## src/rtl/seg7_scan_ctrl.sv

```systemverilog
// Multiplexed N-digit common-anode 7-segment scanner with PWM brightness, dp/blank masks and frame-synchronous load.
// Optional leading-zero suppression when SEG7_LZ_SUPPRESS_EN is defined.
module seg7_scan_ctrl #(
    parameter int unsigned N_DIGITS = 4,
    parameter int unsigned DIV_LOG2 = 16,
    localparam int unsigned IDX_W = $clog2(N_DIGITS)
) (
    input  logic                  clk,
    input  logic                  clr_n,
    input  logic [4*N_DIGITS-1:0] x,
    input  logic [N_DIGITS-1:0]   dp_in,
    input  logic [N_DIGITS-1:0]   blank,
    input  logic                  load,
    input  logic [3:0]            bright,
    output logic                  pending,
    output logic                  frame_tick,
    output logic [6:0]            seg,
    output logic [N_DIGITS-1:0]   an,
    output logic                  dp
);

    logic [DIV_LOG2-1:0]   presc;
    logic [IDX_W-1:0]      idx;
    logic [4*N_DIGITS-1:0] sh_x, act_x;
    logic [N_DIGITS-1:0]   sh_dp, sh_blank, act_dp, act_blank;
    logic [N_DIGITS-1:0]   sup;

    logic slot_end, last_slot, frame_end, pwm_on;
    logic [3:0] cur_nib;
    logic cur_dp, cur_blank, cur_sup;
    logic [N_DIGITS-1:0] an_next;

    assign slot_end  = &presc;
    assign last_slot = (idx == IDX_W'(N_DIGITS - 1));
    assign frame_end = slot_end & last_slot;
    assign pwm_on    = (presc[DIV_LOG2-1 -: 4] <= bright);

    function automatic logic [6:0] decode(input logic [3:0] n);
        case (n)
            4'h0: decode = 7'b1000000;
            4'h1: decode = 7'b1111001;
            4'h2: decode = 7'b0100100;
            4'h3: decode = 7'b0110000;
            4'h4: decode = 7'b0011001;
            4'h5: decode = 7'b0010010;
            4'h6: decode = 7'b0000010;
            4'h7: decode = 7'b1111000;
            4'h8: decode = 7'b0000000;
            4'h9: decode = 7'b0010000;
            4'hA: decode = 7'b0001000;
            4'hB: decode = 7'b0000011;
            4'hC: decode = 7'b1000110;
            4'hD: decode = 7'b0100001;
            4'hE: decode = 7'b0000110;
            default: decode = 7'b0001110;
        endcase
    endfunction

    // Prescaler and scan index; idx wraps explicitly for non-power-of-two digit counts
    always_ff @(posedge clk or negedge clr_n) begin
        if (!clr_n) begin
            presc      <= '0;
            idx        <= '0;
            frame_tick <= 1'b0;
        end else begin
            presc      <= presc + DIV_LOG2'(1);
            frame_tick <= frame_end;
            if (slot_end)
                idx <= last_slot ? '0 : idx + IDX_W'(1);
        end
    end

    // Shadow capture and frame-boundary commit; a coincident load commits the old shadow
    always_ff @(posedge clk or negedge clr_n) begin
        if (!clr_n) begin
            sh_x      <= '0;
            sh_dp     <= '0;
            sh_blank  <= '0;
            act_x     <= '0;
            act_dp    <= '0;
            act_blank <= '0;
            pending   <= 1'b0;
        end else begin
            if (frame_end && pending) begin
                act_x     <= sh_x;
                act_dp    <= sh_dp;
                act_blank <= sh_blank;
            end
            if (load) begin
                sh_x     <= x;
                sh_dp    <= dp_in;
                sh_blank <= blank;
                pending  <= 1'b1;
            end else if (frame_end) begin
                pending  <= 1'b0;
            end
        end
    end

`ifdef SEG7_LZ_SUPPRESS_EN
    logic lead;
    // A digit is suppressed while it and every more significant digit are zero
    always_comb begin
        sup  = '0;
        lead = 1'b1;
        for (int i = N_DIGITS - 1; i >= 1; i--) begin
            lead   = lead & (act_x[4*i +: 4] == 4'h0);
            sup[i] = lead;
        end
    end
`else
    assign sup = '0;
`endif

    always_comb begin
        cur_nib   = '0;
        cur_dp    = 1'b0;
        cur_blank = 1'b0;
        cur_sup   = 1'b0;
        an_next   = '1;
        for (int i = 0; i < N_DIGITS; i++) begin
            if (idx == IDX_W'(i)) begin
                cur_nib    = act_x[4*i +: 4];
                cur_dp     = act_dp[i];
                cur_blank  = act_blank[i];
                cur_sup    = sup[i];
                an_next[i] = ~pwm_on;
            end
        end
    end

    always_ff @(posedge clk or negedge clr_n) begin
        if (!clr_n) begin
            seg <= 7'h7F;
            an  <= '1;
            dp  <= 1'b1;
        end else begin
            seg <= (cur_blank | cur_sup) ? 7'h7F : decode(cur_nib);
            an  <= an_next;
            dp  <= cur_blank ? 1'b1 : ~cur_dp;
        end
    end

endmodule
```

## config.mk

```make
export PLATFORM = sky130hd
export DESIGN_NAME = seg7_scan_ctrl
export DESIGN_NICKNAME = d
export VERILOG_FILES = /design/src/rtl/seg7_scan_ctrl.sv
export SDC_FILE = /design/constraint.sdc
export NUM_CORES = 1
export LEC_CHECK = 0
export ABC_AREA = 1
export CORE_MARGIN = 1
export CORE_UTILIZATION = 34
export CTS_CLUSTER_SIZE = 16
export DETAILED_ROUTE_END_ITERATION = 12
export PLACE_DENSITY_LB_ADDON = 0.08
export SLEW_MARGIN = 40
export SYNTH_ARGS = -nofsm -noshare
export SYNTH_HDL_FRONTEND = slang
export SYNTH_SLANG_ARGS = --single-unit
```

## constraint.sdc

```tcl
create_clock -name clk -period 5.5 [get_ports clk]
set_input_delay 1.65 -clock clk [delete_from_list [all_inputs] [get_ports clk]]
set_output_delay 1.65 -clock clk [all_outputs]
set_load 0.1 [all_outputs]
```

==> results.sh <==
export IMPL_status="finished clean"
export IMPL_cellLeakagePower_nw=2.12
export IMPL_fin_setup_tns_ps=0
export IMPL_fill_cells=1064
export IMPL_wl_per_cell_um=11.5
export IMPL_die_w_um=105
export IMPL_io_pins=45
export IMPL_synth_top_cell_area_share=0.469
export IMPL_synth_fa_ha_area_frac=0.0518
export IMPL_crit_type="register to output port"
export IMPL_peakVddDrop_mv=0.140
export IMPL_numClockSinks=80
export IMPL_ys_seq_area_frac=0.556
export IMPL_critPathLaunchType="register"
export IMPL_grt_pass1_vias=2614
export IMPL_cts_tree="yes"
export IMPL_synth_mux_area_frac=0
export IMPL_synth_top_cell_by_area="dfrtp_1"
export IMPL_clk_latency_ps=340
export IMPL_crit_required_ps=3850
export IMPL_cts_hold_fix_buffers=0
export IMPL_postCtsSetupBuffers=0
export IMPL_cp_num_buf_inv=1
export IMPL_htreeDepth=3
export IMPL_synth_simple_area_share=0.184
export IMPL_start_util=0.351
export IMPL_clk_path_buf_depth=2
export IMPL_p_int_mw=0.865
export IMPL_yosysWarnings=0
export IMPL_rows=37
export IMPL_synth_compound_area_share=0.103
export IMPL_r2r_cells=12
export IMPL_setup_slack_ps=2580
export IMPL_grt_max_degree=81
export IMPL_grt_pass1_wl_mm=11.8
export IMPL_end_kind="output port"
export IMPL_antenna_left=0
export IMPL_cp_slowest_cell="dfstp_2"
export IMPL_p_per_area_nw_per_um2=256
export IMPL_syn_avg_cell_area_um2=9.13
export IMPL_cp_endpoint="seg[5]"
export IMPL_synth_xor_area_share=0.0338
export IMPL_path_cells="buf_2"
export IMPL_numPortBuffers=44
export IMPL_p_sw_mw=0.239
export IMPL_dieArea_um2=11100
export IMPL_crit_fanout=1
export IMPL_holdCritPathClass="register to register"
export IMPL_syn_area_um2=3630
export IMPL_fin_crit_ps=2920
export IMPL_relSlewSlack=0.446
export IMPL_antennaDiodeCount=0
export IMPL_clock_power_share=0.393
export IMPL_hp_start="presc[0]"
export IMPL_fin_skew_ps=8.18
export IMPL_rsz0062_at_grt="no"
export IMPL_hpwl_mm=4.67
export IMPL_clkTransAtPathRegs_ps=80
export IMPL_cts_buffers_inserted=9
export IMPL_clock_fmax_mhz=343
export IMPL_ff2ff_setup_slack_ps=2710
export IMPL_rr_startpoint="idx[0]"
export IMPL_crit_family="flip-flops"
export IMPL_synthCells=397
export IMPL_routed_wl_mm=6.70
export IMPL_core_um2=10300
export IMPL_syn_num_nets=443
export IMPL_crit_start="seg[5]"
export IMPL_fin_nets=487
export IMPL_final_max_slew_viol_count=0
export IMPL_viasPerCell=4.50
export IMPL_synth_top_family_by_area="simple AND/OR/NAND/NOR gates"
export IMPL_overflow=0
export IMPL_maxCapViolations=0
export IMPL_die_height_um=105
export IMPL_root_buffer="clkbuf_8"
export IMPL_cts_resized=0
export IMPL_drc=0
export IMPL_synthTopCellsByArea="dfrtp_1 47%, nand2_1 11%, dfstp_2 8.7%"
export IMPL_antenna_found_initial=0
export IMPL_seqPwrFrac=0.550
export IMPL_cp_num_cells=1
export IMPL_p_comb_frac=0.056
export IMPL_synth_seq_cells=80
export IMPL_p_sw_frac=0.217
export IMPL_min_period_over_period=0.530
export IMPL_critPathArrivalTime_ps=1270
export IMPL_vias=2620
export IMPL_worst_pin_slew_ps=824
export IMPL_drt_pass1_iter_count=4
export IMPL_final_hold_viol_count=0
export IMPL_place_congestion=0.777
export IMPL_cpPeakStageDelay_ps=520
export IMPL_setup_violations=0
export IMPL_yosys_cell_types_count=31
export IMPL_track_usage=0.135
export IMPL_first_iter_violations=110
export IMPL_place_ws_ps=2440
export IMPL_final_layout_size_suffix_gt1_frac=0.119
export IMPL_syn2layout_area_growth_pct=18.9
export IMPL_timing_rr_end="seg[3]"
-- worst min-delay path by stage --
stage,to,slack (ps),cells past startpoint
global placement,presc[0],440,1
detailed placement,presc[0],450,1
global route,dp,490,1
floorplan,dp,410,1
CTS,presc[0],460,1
finish,presc[0],450,1
-- metal layers --
layer | global-route usage | share of wire
met1 | 0.175 | 0.49
met2 | 0.214 | 0.45
met3 | 0.0272 | 0.041
met4 | 0.0654 | 0.019
met5 | 0 | 0
-- placed cells by master (no fill, tap or decap), types with 4 or more instances in the layout --
cell type,count
nand2_1,103
buf_2,14
o21ai_0,32
nand3_1,25
o21ai_2,4
dfrtp_1,68
a21oi_1,9
dfstp_2,12
nor2_1,18
o21ai_1,17
xor2_1,9
clkdlybuf4s50_1,29
inv_1,50
xnor2_1,5
ha_1,15
clkbuf_8,11
-- area by class of cell --
type,count,area (um^2),area share
tap,136,170,0.0395
clock inverter,3,40.0,0.00929
inverter,50,188,0.0435
clock buffer,13,159,0.0369
timing repair buffer,45,379,0.0880
sequential,80,2020,0.468
multi-input combinational,255,1360,0.315
-- cells by family after synthesis --
kind of cell | count (synthesis)
simple gates | 158
flops | 80
compound gates | 68
buf+inv | 62
fa+ha+maj | 15
xor+xnor | 14
-- synth_stat cells --
| cell | count |
|---|---|
| a21boi_0 | 1 |
| a21o_1 | 1 |
| a21oi_1 | 9 |
| a32o_1 | 1 |
| buf_1 | 1 |
| buf_2 | 3 |
| buf_6 | 3 |
| clkbuf_1 | 5 |
| dfrtp_1 | 68 |
| dfstp_2 | 12 |
| ha_1 | 15 |
| inv_1 | 50 |
| nand2_1 | 103 |
| nand2_2 | 2 |
| nand3_1 | 25 |
| nand3_2 | 1 |
| nand4_1 | 2 |
| nand4_2 | 1 |
| nor2_1 | 18 |
| nor2_2 | 1 |
| nor2_4 | 1 |
| nor3_1 | 2 |
| nor4_1 | 1 |
| o211ai_1 | 2 |
| o21ai_0 | 33 |
| o21ai_1 | 16 |
| o21ai_2 | 4 |
| o21bai_1 | 1 |
| or2_2 | 1 |
| xnor2_1 | 5 |
| xor2_1 | 9 |
-- flip-flops by register name, indices dropped and copies added, names as in the netlist --
register,cells
act_x,16
dp,1
sh_dp,4
pending,1
frame_tick,1
presc,16
an,4
act_dp,4
act_blank,4
idx,2
sh_blank,4
sh_x,16
seg,7
-- power groups by stage --
stage / logic (mW) / registers [mW] / clock network (mW)
3_3_place_gp: 0.0641 / 0.619 / 0
3_5_place_dp: 0.0649 / 0.619 / 0
6_report: 0.0623 / 0.608 / 0.434
2_1_floorplan: 0.0230 / 0.620 / 0
4_1_cts: 0.0650 / 0.608 / 0.453
5_1_grt: 0.0732 / 0.609 / 0.475
-- metrics by stage --
step                      power, mW  utilization  hold slack, ps  cell area (um^2)  instances
after floorplan               0.643            -             409              3630        397
after global placement        0.683        0.404             442              4170        566
after detailed placement      0.684        0.398             448              4110        566
after CTS                      1.13        0.418             460              4310        582
after global routing           1.16        0.418             489              4310        582
final                          1.10        0.418             455              4310        582
No activity file was read; power rests on OpenSTA's default activity.
